`src/rtl/id_ex_alu_stage.sv`:
```
// ID/EX pipeline stage: decodes the ALU control and selects operands at accept
// time, then holds up to two decoded entries in a skid buffer toward the ALU.
module id_ex_alu_stage (
  input  logic        clk,
  input  logic        reset_n,
  input  logic        In_Valid,
  output logic        In_Ready,
  input  logic [1:0]  ALUOp,
  input  logic [5:0]  Funct,
  input  logic        ALUSrc,
  input  logic [31:0] Rs_Data,
  input  logic [31:0] Rt_Data,
  input  logic [15:0] Imm16,
  input  logic        Flush,
  output logic        Out_Valid,
  input  logic        Out_Ready,
  output logic [31:0] A_Out,
  output logic [31:0] B_Out,
  output logic [3:0]  ALU_Ctl,
  output logic        Illegal_Op
);

  typedef enum logic [3:0] {
    CTL_AND     = 4'b0000,
    CTL_OR      = 4'b0001,
    CTL_ADD     = 4'b0010,
    CTL_SUB     = 4'b0110,
    CTL_SLT     = 4'b0111,
    CTL_NOR     = 4'b1100,
    CTL_ILLEGAL = 4'b1111
  } alu_ctl_e;

  typedef struct packed {
    alu_ctl_e    ctl;
    logic        illegal;
    logic [31:0] a;
    logic [31:0] b;
  } entry_t;

  entry_t      mem_q [2];
  entry_t      wr_entry;
  entry_t      head;
  logic        wr_ptr_q, wr_ptr_d;
  logic        rd_ptr_q, rd_ptr_d;
  logic [1:0]  count_q, count_d;
  logic        in_ready_q;
  logic        accept;
  logic        deliver;

  // NOTE: every signal written in an always_comb gets a default first, so no path leaves it unassigned (no latch).
  always_comb begin
    wr_entry         = '0;
    wr_entry.a       = Rs_Data;
    wr_entry.b       = ALUSrc ? {{16{Imm16[15]}}, Imm16} : Rt_Data;
    wr_entry.ctl     = CTL_ADD;
    wr_entry.illegal = 1'b0;
    case (ALUOp)
      2'b00: wr_entry.ctl = CTL_ADD;
      2'b01: wr_entry.ctl = CTL_SUB;
      2'b11: wr_entry.ctl = CTL_OR;
      default: begin
        case (Funct)
          6'b100000: wr_entry.ctl = CTL_ADD;
          6'b100010: wr_entry.ctl = CTL_SUB;
          6'b100100: wr_entry.ctl = CTL_AND;
          6'b100101: wr_entry.ctl = CTL_OR;
          6'b101010: wr_entry.ctl = CTL_SLT;
          6'b100111: wr_entry.ctl = CTL_NOR;
          default: begin
            wr_entry.ctl     = CTL_ILLEGAL;
            wr_entry.illegal = 1'b1;
          end
        endcase
      end
    endcase
  end

  assign Out_Valid = (count_q != 2'd0);
  assign In_Ready  = in_ready_q;
  assign accept    = In_Valid && in_ready_q;
  assign deliver   = Out_Valid && Out_Ready;

  // Flush wins over accept and deliver: the stage simply restarts empty.
  always_comb begin
    wr_ptr_d = wr_ptr_q;
    rd_ptr_d = rd_ptr_q;
    count_d  = count_q;
    if (Flush) begin
      wr_ptr_d = 1'b0;
      rd_ptr_d = 1'b0;
      count_d  = 2'd0;
    end else begin
      if (accept)  wr_ptr_d = ~wr_ptr_q;
      if (deliver) rd_ptr_d = ~rd_ptr_q;
      count_d = count_q + {1'b0, accept} - {1'b0, deliver};
    end
  end

  // NOTE: state registers use non-blocking assignments so all of them update from the same pre-edge values.
  always_ff @(posedge clk or negedge reset_n) begin
    if (!reset_n) begin
      wr_ptr_q   <= 1'b0;
      rd_ptr_q   <= 1'b0;
      count_q    <= 2'd0;
      in_ready_q <= 1'b0;
    end else begin
      wr_ptr_q   <= wr_ptr_d;
      rd_ptr_q   <= rd_ptr_d;
      count_q    <= count_d;
      in_ready_q <= (count_d != 2'd2);
    end
  end

  // NOTE: the entry storage has no reset; occupancy is reset instead and the outputs are gated by it.
  always_ff @(posedge clk) begin
    if (accept && !Flush) mem_q[wr_ptr_q] <= wr_entry;
  end

  assign head       = Out_Valid ? mem_q[rd_ptr_q] : '0;
  assign A_Out      = head.a;
  assign B_Out      = head.b;
  assign ALU_Ctl    = head.ctl;
  assign Illegal_Op = head.illegal;

endmodule

```
`config.mk`:
```
export PLATFORM = sky130hd
export DESIGN_NAME = id_ex_alu_stage
export DESIGN_NICKNAME = d
export VERILOG_FILES = /design/src/rtl/id_ex_alu_stage.sv
export SDC_FILE = /design/constraint.sdc
export NUM_CORES = 1
export LEC_CHECK = 0
export CAP_MARGIN = 20
export CORE_MARGIN = 3
export CORE_UTILIZATION = 47
export DETAILED_ROUTE_END_ITERATION = 16
export PLACE_DENSITY_LB_ADDON = 0.15
export SYNTH_ARGS = -nofsm -noshare
export SYNTH_HDL_FRONTEND = slang
export SYNTH_SLANG_ARGS = --single-unit
```
`constraint.sdc`:
```
create_clock -name clk -period 7.95 [get_ports clk]
set_input_delay 0.795 -clock clk [delete_from_list [all_inputs] [get_ports clk]]
set_output_delay 0.795 -clock clk [all_outputs]
set_load 0.02 [all_outputs]
```
Word level (Yosys, flattened, before mapping)
Memory sizes are Yosys's and may differ from the RTL's.
Cells that the tools add are included.
- add/sub/neg operators: 2
- equality and inequality tests: 9
- mux-type cells: 13
- bitwise gates (word level): 2
- reduce and logical (&&, ||, !) cells: 10
- operator list (cell ; count):
    $mux W69 ; 1
    $eq A6 B6 Y1 const B ; 6
    $mux W32 ; 1
    $pmux W4 S6 ; 1
    $pmux W4 S3 ; 1
    $mux W1 ; 8
    $reduce_bool A2 Y1 ; 3
    $reduce_or A6 Y1 ; 1
    $logic_and A1 B1 Y1 ; 3
    $reduce_or A3 Y1 ; 1
    $add A2 B1 Y2 ; 1
    $eq A2 B1 Y1 const B ; 1
    $eq A2 B2 Y1 const B ; 1
    $logic_not A2 Y1 ; 1
    $mux W2 ; 1
    $ne A2 B2 Y1 const B ; 1
    $not A1 Y1 ; 2
    $sub A2 B1 Y2 ; 1
    $logic_not A1 Y1 ; 1
- flip-flop bits (word level): 5
- RAM bits: 138
- input bits: 94
- output and inout port bits: 71
- word-level logic and storage cells: 41
- memories: 1
- memory list (name ; depth ; bits a word ; rd ports ; clocked after Yosys merged registers in ; wr ports ; line ; text):
    mem_q ; 2 ; 69 ; 1 ; 0 ; 1 ; 40 ; entry_t mem_q [2];

Longest topological paths before layout
Gate-level depths: netlist of run 1.
- depth after elaboration: 5
- mapped depth: 7
- depth with buffers taken out: 7

Worst setup path after synthesis of run 1
OpenSTA, ideal clock, no wires.
- path kind: in2reg
- from: in In_Valid
- to: mem mem_q[1][0] in the netlist's numbering (enable)
- library setup time: 595 ps
- arrival: 5992 ps
- data required time: 7355 ps
- path slack: 1363 ps
- stages on the path: 2
- path buffers: 0
- path through: nand2_1 nor3b_1
- longest elaborated chain between the ends: 4
- ends and longest elaborated chain (what ; line ; text):
    from (decl) ; 6 ; input logic In_Valid,
    $logic_and A1 B1 Y1 ; 80 ; assign accept = In_Valid && in_ready_q;
    $logic_and A1 B1 Y1 ; 116 ; if (accept && !Flush) mem_q[wr_ptr_q] <= wr_entry;
    $mux W1 ; 116 ;
    $mux W1 (not written as such) ; 116 ;
    to (decl) ; 40 ;
No other way between the ends.

Final worst setup path of run 1
- from: reg rd_ptr_q
- to: out B_Out[3]
- longest elaborated chain between the ends: 2
- ends and longest elaborated chain (what ; line ; text):
    from (decl) ; 44 ; logic rd_ptr_q, rd_ptr_d;
    from (signal assigned) ; 108 ; rd_ptr_q <= rd_ptr_d;
    $mem_v2 Z2 W69 ; - ;
    $mux W69 ; 119 ; assign head = Out_Valid ? mem_q[rd_ptr_q] : '0;
    to (decl) ; 18 ; output logic [31:0] B_Out,
No other way between the ends.

==> impl_metrics.csv, run 1 <==
group,metric,value,unit
clock_tree,postCtsHoldBufs,0,
yosys,synth_edf_count,138,
yosys,synth-simple-area-share,0.06141,
placement,portBuffers,164,
critical_path,cp-start-kind,"flop",
critical_path,cp_slowest_cell,"buf_4",
yosys,synth_compound_area_frac,0.02435,
global_routing,grt_pass1_wl,19190,µm
pwr,ir_drop,0.0001573,V
critical_path,reg2reg_slack,6.08,ns
sta,skew,0.008720,ns
placement,gp_congestion,0.7362,
pwr,seq_power_share,0.350,
global_routing,grt_pass1_vias,3901,
pwr,p_int,1844,µW
route,drc,0,
pwr,switching_power,897.8,µW
final_layout,area_growth,40.34,%
route,finalWirelength,12180,µm
clock_tree,cts_max_level,4,
yosys,syn_nets,486,
critical_path,crit_fanout,52,
pwr,power.leakage,0.002856,µW
clock_tree,cts_root_buf,"clkbuf_16",
route,wl_per_cell,16.43,µm
sta,drv_slew,0,
pwr,power,2742,µW
die,die_y,118.1,µm
critical_path,reg2regPathDepth,7,
clock_tree,cts.clk_slew.worst_paths,0.06,ns
sta,fmax,0.2730,GHz
yosys,netlist_area,5908,µm²
die,start_util,0.4858,
yosys,synthCells,390,
yosys,synthAdderAreaFrac,0.004235,
pwr,power.density,330.6,nW/µm²
critical_path,critPathBufInv,2,
die,fp.dieArea,13950,µm²
worst_hold_path,hold_path_class,"flop to flop",
pwr,comb_power_share,0.373,
route,postRouteAntennaNets,0,
yosys,ys_types,26,
route,viasPerCell,4.945,
global_routing,antenna_found_initial,0,
critical_path,arrival,2.87,ns
sta,min_period,3.662,ns
clock_tree,cts_resized,0,
clock_tree,cts_tree,"done",
critical_path,path_cells,"buf_4 -> mux2i_1 -> nor2_1 -> clkdlybuf4s50_1",
global_routing,grt-ovfl-total,0,
yosys,synthMuxAreaShare,0.1474,
yosys,ys_ff_latch,143,
sta,worstMarginPinSlew,0.9160,ns
sta,setup_viol,0,
pwr,clockPowerShare,0.277,
route,dr_total_vias,3664,
critical_path,cp_num_cells,4,
placement,placed_area,7719,µm²
critical_path,crit_required,7.15,ns
critical_path,crit_path_end_kind,"output port",
global_routing,grt_max_degree,54,
clock_tree,clk_latency,0.42,ns
die,die-width,118.1,µm
final_layout,drive_gt1_frac,0.09948,
yosys,synth_area_per_cell,15.15,µm²
clock_tree,cts_buffers,17,
clock_tree,cts_setup_buffers,0,
final_layout,fin_nets,656,
yosys,synth_top_family_by_area,"multiplexers",
die,core_area,12160,µm²
run_status,status,"finished, final reports clean",
yosys,async_flop_share,0.03497,
clock_tree,clock-sinks,143,
global_routing,grt_usage,0.1775,
critical_path,criticalPathCategory,"flop to output port",
sta,relSlewSlack,0.3893,
final_layout,nFillCells,884,
yosys,synthXorXnorAreaFrac,0.005930,
route,dr.pass1.iters,4,
final_layout,final_area,8292,µm²
pwr,sw_frac_of_total,0.3275,
job,cap_violations,0,
sta,fin_crit_sh,0.4607,
sta,rsz0062_at_grt,"no",
yosys,yosysWarnings,0,
final_layout,postLayoutCoreUtil,0.6818,
critical_path,critPathMaxStageDelay,0.79,ns
clock_tree,cts_buffer_depth,2,
die,rows,40,
worst_hold_path,hold_depth,2,
placement,dp_cells,709,
route,drt_iter0_drc,201,
final_layout,fin_cells,741,
placement,hpwl,8005,µm
sta,hold_viol,0,
yosys,synthFlopType,"edfxtp_1",
sta,tns,0,ns
die,ios,165,
yosys,seq_area_frac_synth,0.7226,
final_layout,num_antenna_cells,0,
critical_path,critPathTopFamily,"buffers and inverters",
## flip-flops by register name (all words and copies together) (netlist names)
register	cells
In_Ready	1
count_q	2
mem_q	138
rd_ptr_q	1
wr_ptr_q	1
## final timing paths
check	from	to
min in group asynchronous	reset_n	count_q[1]$_DFF_PN0_
worst max-delay path	rd_ptr_q$_DFFE_PN0P_	B_Out[3]
max in group asynchronous	reset_n	rd_ptr_q$_DFFE_PN0P_
worst max register to register	count_q[1]$_DFF_PN0_	In_Ready$_DFF_PN0_
worst min-delay path	wr_ptr_q$_DFFE_PN0P_	wr_ptr_q$_DFFE_PN0P_
worst min register to register	wr_ptr_q$_DFFE_PN0P_	wr_ptr_q$_DFFE_PN0P_
## cell families after synthesis
| group | count (synthesis) |
|---|---|
| buf+inv | 43 |
| mux | 85 |
| compound gates | 26 |
| fa+ha+maj | 2 |
| flops | 143 |
| simple gates | 87 |
| xor+xnor | 4 |
## power by group through the flow
stage / logic, µW / clock network [µW] / registers (µW)
finish: 1020 / 761 / 959
global route: 1100 / 804 / 967
CTS: 1040 / 775 / 961
detailed placement: 1040 / 0 / 976
global placement: 1030 / 0 / 972
floorplan: 599 / 0 / 963
## Yosys cell counts (2+ instances only)
cell type / number / area share
mux2_2: 16 / 0.030
xor2_1: 3 / 0.0044
nand2_1: 2 / 0.0013
buf_4: 7 / 0.0089
dfrtp_1: 5 / 0.021
nor4bb_1: 2 / 0.0034
buf_2: 11 / 0.0093
edfxtp_1: 138 / 0.70
nor2_1: 74 / 0.047
inv_1: 23 / 0.015
mux2i_1: 69 / 0.12
o21ai_0: 21 / 0.018
nand2b_1: 3 / 0.0032
clkbuf_1: 2 / 0.0013
a2111oi_0: 2 / 0.0030
ha_1: 2 / 0.0042
## area by class of cell
type,count,area (µm²),area share
Tap cell,168,210.2,0.02535
Sequential cell,143,4273,0.5153
Multi-Input combinational cell,204,1455,0.1755
Inverter,23,86.33,0.01041
Clock inverter,14,143.9,0.01735
Clock buffer,18,429.2,0.05176
Timing Repair Buffer,171,1694,0.2043
## metal layers
| layer | wire length (µm) | global-route usage |
|---|---|---|
| met3 | 789 | 0.06199 |
| met4 | 172 | 0.06374 |
| met5 | 0 | 0 |
| met2 | 6303 | 0.3183 |
| met1 | 4913 | 0.1935 |
## layout by cell type (no fill, tap or decap), drive strengths merged, types with 2 or more instances in the layout
master and instances:
nor4bb 2, inv 24, o21ai 21, nand2 2
nor2 74, mux2 16, clkinv 4, nand2b 3
edfxtp 138, bufinv 2, clkdlybuf4s50 164, mux2i 69
a2111oi 2, buf 7, ha 2, clkinvlp 7
dfrtp 5, clkbuf 18, xor2 3
## tightest hold or removal path, delay by kind of cell, from the launching register on
| kind | cells | cell delay (ns) |
|---|---|---|
| xor gates and xnor gates | 1 | 0.08 |
| and+or+nand+nor | 1 | 0.07 |
| DFF | 1 | 0.39 |
## per-stage QoR
stage	setup WS, ns	hold slack [ns]
2_1_floorplan	1.363	0.4994
3_3_place_gp	4.732	0.5566
3_5_place_dp	4.712	0.5750
4_1_cts	4.235	0.5928
5_1_grt	4.163	0.6200
6_report	4.288	0.5886
(Power assumes the default switching activity.)
==> run 2: changes to the inputs <==
--- a/config.mk
+++ b/config.mk
@@ -7,7 +7,7 @@
 export LEC_CHECK = 0
 export CAP_MARGIN = 20
 export CORE_MARGIN = 3
-export CORE_UTILIZATION = 47
+export CORE_UTILIZATION = 43
 export DETAILED_ROUTE_END_ITERATION = 16
 export PLACE_DENSITY_LB_ADDON = 0.15
 export SYNTH_ARGS = -nofsm -noshare
==> constraint.sdc (replaced) <==
create_clock -name clk -period 3.25 [get_ports clk]
set_input_delay 0.325 -clock clk [delete_from_list [all_inputs] [get_ports clk]]
set_output_delay 0.325 -clock clk [all_outputs]
set_load 0.02 [all_outputs]
==> run 2 against run 1 <==
Against the previous run: setup slack worse by 3.6 ns; die area is 8.8% higher; register-to-register slack worse by 4.7 ns; total power increased by 150%; sequential share of layout area is 0.42 points lower; largest power group unchanged.
==> impl_metrics.csv, run 2 (synthesized netlist as in run 1, its figures left out) <==
group,metric,value,unit
sta,relSlewSlack,0.6085,
sta,hold_viol,0,
pwr,comb_power_share,0.381,
route,dr.pass1.iters,5,
pwr,power.density,809.8,nW/µm²
die,die-width,123.2,µm
worst_hold_path,hold_path_class,"input port to asynchronous set/reset pin",
placement,portBuffers,164,
die,core_area,13350,µm²
route,viasPerCell,4.927,
final_layout,largest_reg_flops,138,
clock_tree,cts_root_buf,"clkbuf_16",
global_routing,grt_max_degree,70,
sta,min_period,2.522,ns
sta,skew,0.004328,ns
final_layout,largest_registers,"mem_q x138, count_q x2",
sta,timing.hold.ws,0.1426,ns
sta,drv_slew,0,
placement,placed_area,7781,µm²
critical_path,reg2reg_slack,1.37,ns
critical_path,cp-start-kind,"flop",
route,drc,0,
final_layout,final_area,8359,µm²
sta,tns,0,ns
clock_tree,cts.clk_slew.worst_paths,0.05,ns
sta,worstMarginPinSlew,0.5872,ns
placement,gp_congestion,0.6974,
critical_path,r2r-end,"In_Ready$_DFF_PN0_",
clock_tree,cts_setup_buffers,0,
final_layout,mostFrequentLayoutCells,"164 x clkdlybuf4s50_1, 138 x edfxtp_1, 73 x nor2_1",
job,cap_violations,0,
final_layout,final_common_cell,"clkdlybuf4s50_1",
clock_tree,cts_buffer_depth,2,
global_routing,grt_pass1_wl,18370,µm
die,rows,42,
global_routing,antenna_found_initial,0,
clock_tree,cts_resized,0,
critical_path,crit_fanout,30,
global_routing,grt-ovfl-total,0,
clock_tree,cts_buffers,17,
route,postRouteAntennaNets,0,
sta,rsz0062_at_grt,"no",
route,wl_per_cell,15.83,µm
die,ios,165,
pwr,seq_power_share,0.341,
critical_path,critPathMaxStageDelay,0.63,ns
route,dr_total_vias,3700,
sta,fmax,0.3966,GHz
final_layout,num_antenna_cells,0,
final_layout,top_register,"mem_q",
route,drt_iter0_drc,212,
critical_path,crit_required,2.92,ns
critical_path,crit_path_end_kind,"output port",
global_routing,grt_usage,0.1613,
die,die_y,123.2,µm
critical_path,reg2regPathDepth,7,
sta,fin_crit_sh,0.7759,
sta,setup_viol,0,
final_layout,drive_gt1_frac,0.09913,
pwr,sw_frac_of_total,0.3201,
final_layout,postLayoutCoreUtil,0.6263,
clock_tree,cts_max_level,4,
route,finalWirelength,11890,µm
global_routing,grt_pass1_vias,3760,
run_status,status,"finished, final reports clean",
final_layout,fin_nets,658,
clock_tree,clk_latency,0.41,ns
critical_path,reg2reg_from,"count_q[1]$_DFF_PN0_",
final_layout,area_growth,41.49,%
pwr,switching_power,2167,µW
pwr,power.leakage,0.002896,µW
clock_tree,cts_tree,"done",
critical_path,criticalPathCategory,"flop to output port",
pwr,clockPowerShare,0.278,
placement,hpwl,7713,µm
pwr,p_int,4602,µW
clock_tree,postCtsHoldBufs,0,
critical_path,cp_slowest_cell,"clkdlybuf4s50_1",
die,fp.dieArea,15180,µm²
pwr,ir_drop,0.0004260,V
critical_path,path_cells,"buf_4 -> mux2i_1 -> nor2_1 -> clkdlybuf4s50_1",
die,start_util,0.4426,
clock_tree,clock-sinks,143,
critical_path,arrival,2.20,ns
critical_path,cp-startpoint,"rd_ptr_q$_DFFE_PN0P_",
## run 2: cell count changes in the layout (fill, tap and decap cells not counted), sizes merged
| cell | change |
|---|---|
| inv | -1 |
| bufinv | +1 |
| clkinvlp | -4 |
| buf | +2 |
| clkinv | +4 |
## run 2: area by class of cell
cell class                 count  area (µm²)
clock buffer                  18       429.2
tap                          176       220.2
timing repair buffer         173        1734
multi-input combinational    204        1468
sequential                   143        4273
clock inverter                14       148.9
inverter                      23       86.33
fill                        1058        4989
## run 2: stage by stage
stage	setup slack (ns)	cells	total power (µW)
after floorplan	0.3289	390	3809
after global placement	1.125	719	4944
after detailed placement	1.065	719	4964
after CTS	0.6782	751	6854
after global routing	0.5750	751	7108
final	0.7283	751	6770
## run 2: worst max-delay path by stage
| stage | depth (start not counted) | slack (ns) | end |
|---|---|---|---|
| 3_3_place_gp | 4 | 1.12 | A_Out[27] |
| 3_5_place_dp | 4 | 1.06 | mem_q[1][27]$_DFFE_PP_ |
| 6_report | 4 | 0.73 | A_Out[17] |
| 2_1_floorplan | 2 | 0.33 | mem_q[1][0]$_DFFE_PP_ |
| 4_1_cts | 4 | 0.68 | A_Out[27] |
| 5_1_grt | 4 | 0.57 | A_Out[14] |
## run 2: critical path: cells and delay by family (launching register included)
family                 cells  cell delay [ns]
buffers and inverters      2             1.08
DFF                        1             0.42
muxes                      1             0.15
and+or+nand+nor            1             0.13
## run 2: metal layers
layer  track usage  vias to the layer above  share of wire
li1              -                     1768              -
met1        0.1906                     1788           0.41
met2        0.2627                      126           0.49
met3       0.06450                       18          0.083
met4       0.06713                        0          0.020
met5             0                        -              0
## run 2: power by group through the flow
stage                     Clock [µW]  Combinational [µW]  Sequential [µW]
after CTS                       1920                2630             2310
final                           1880                2580             2310
after floorplan                    0                1470             2340
after detailed placement           0                2620             2350
after global routing            2000                2790             2330
after global placement             0                2610             2340
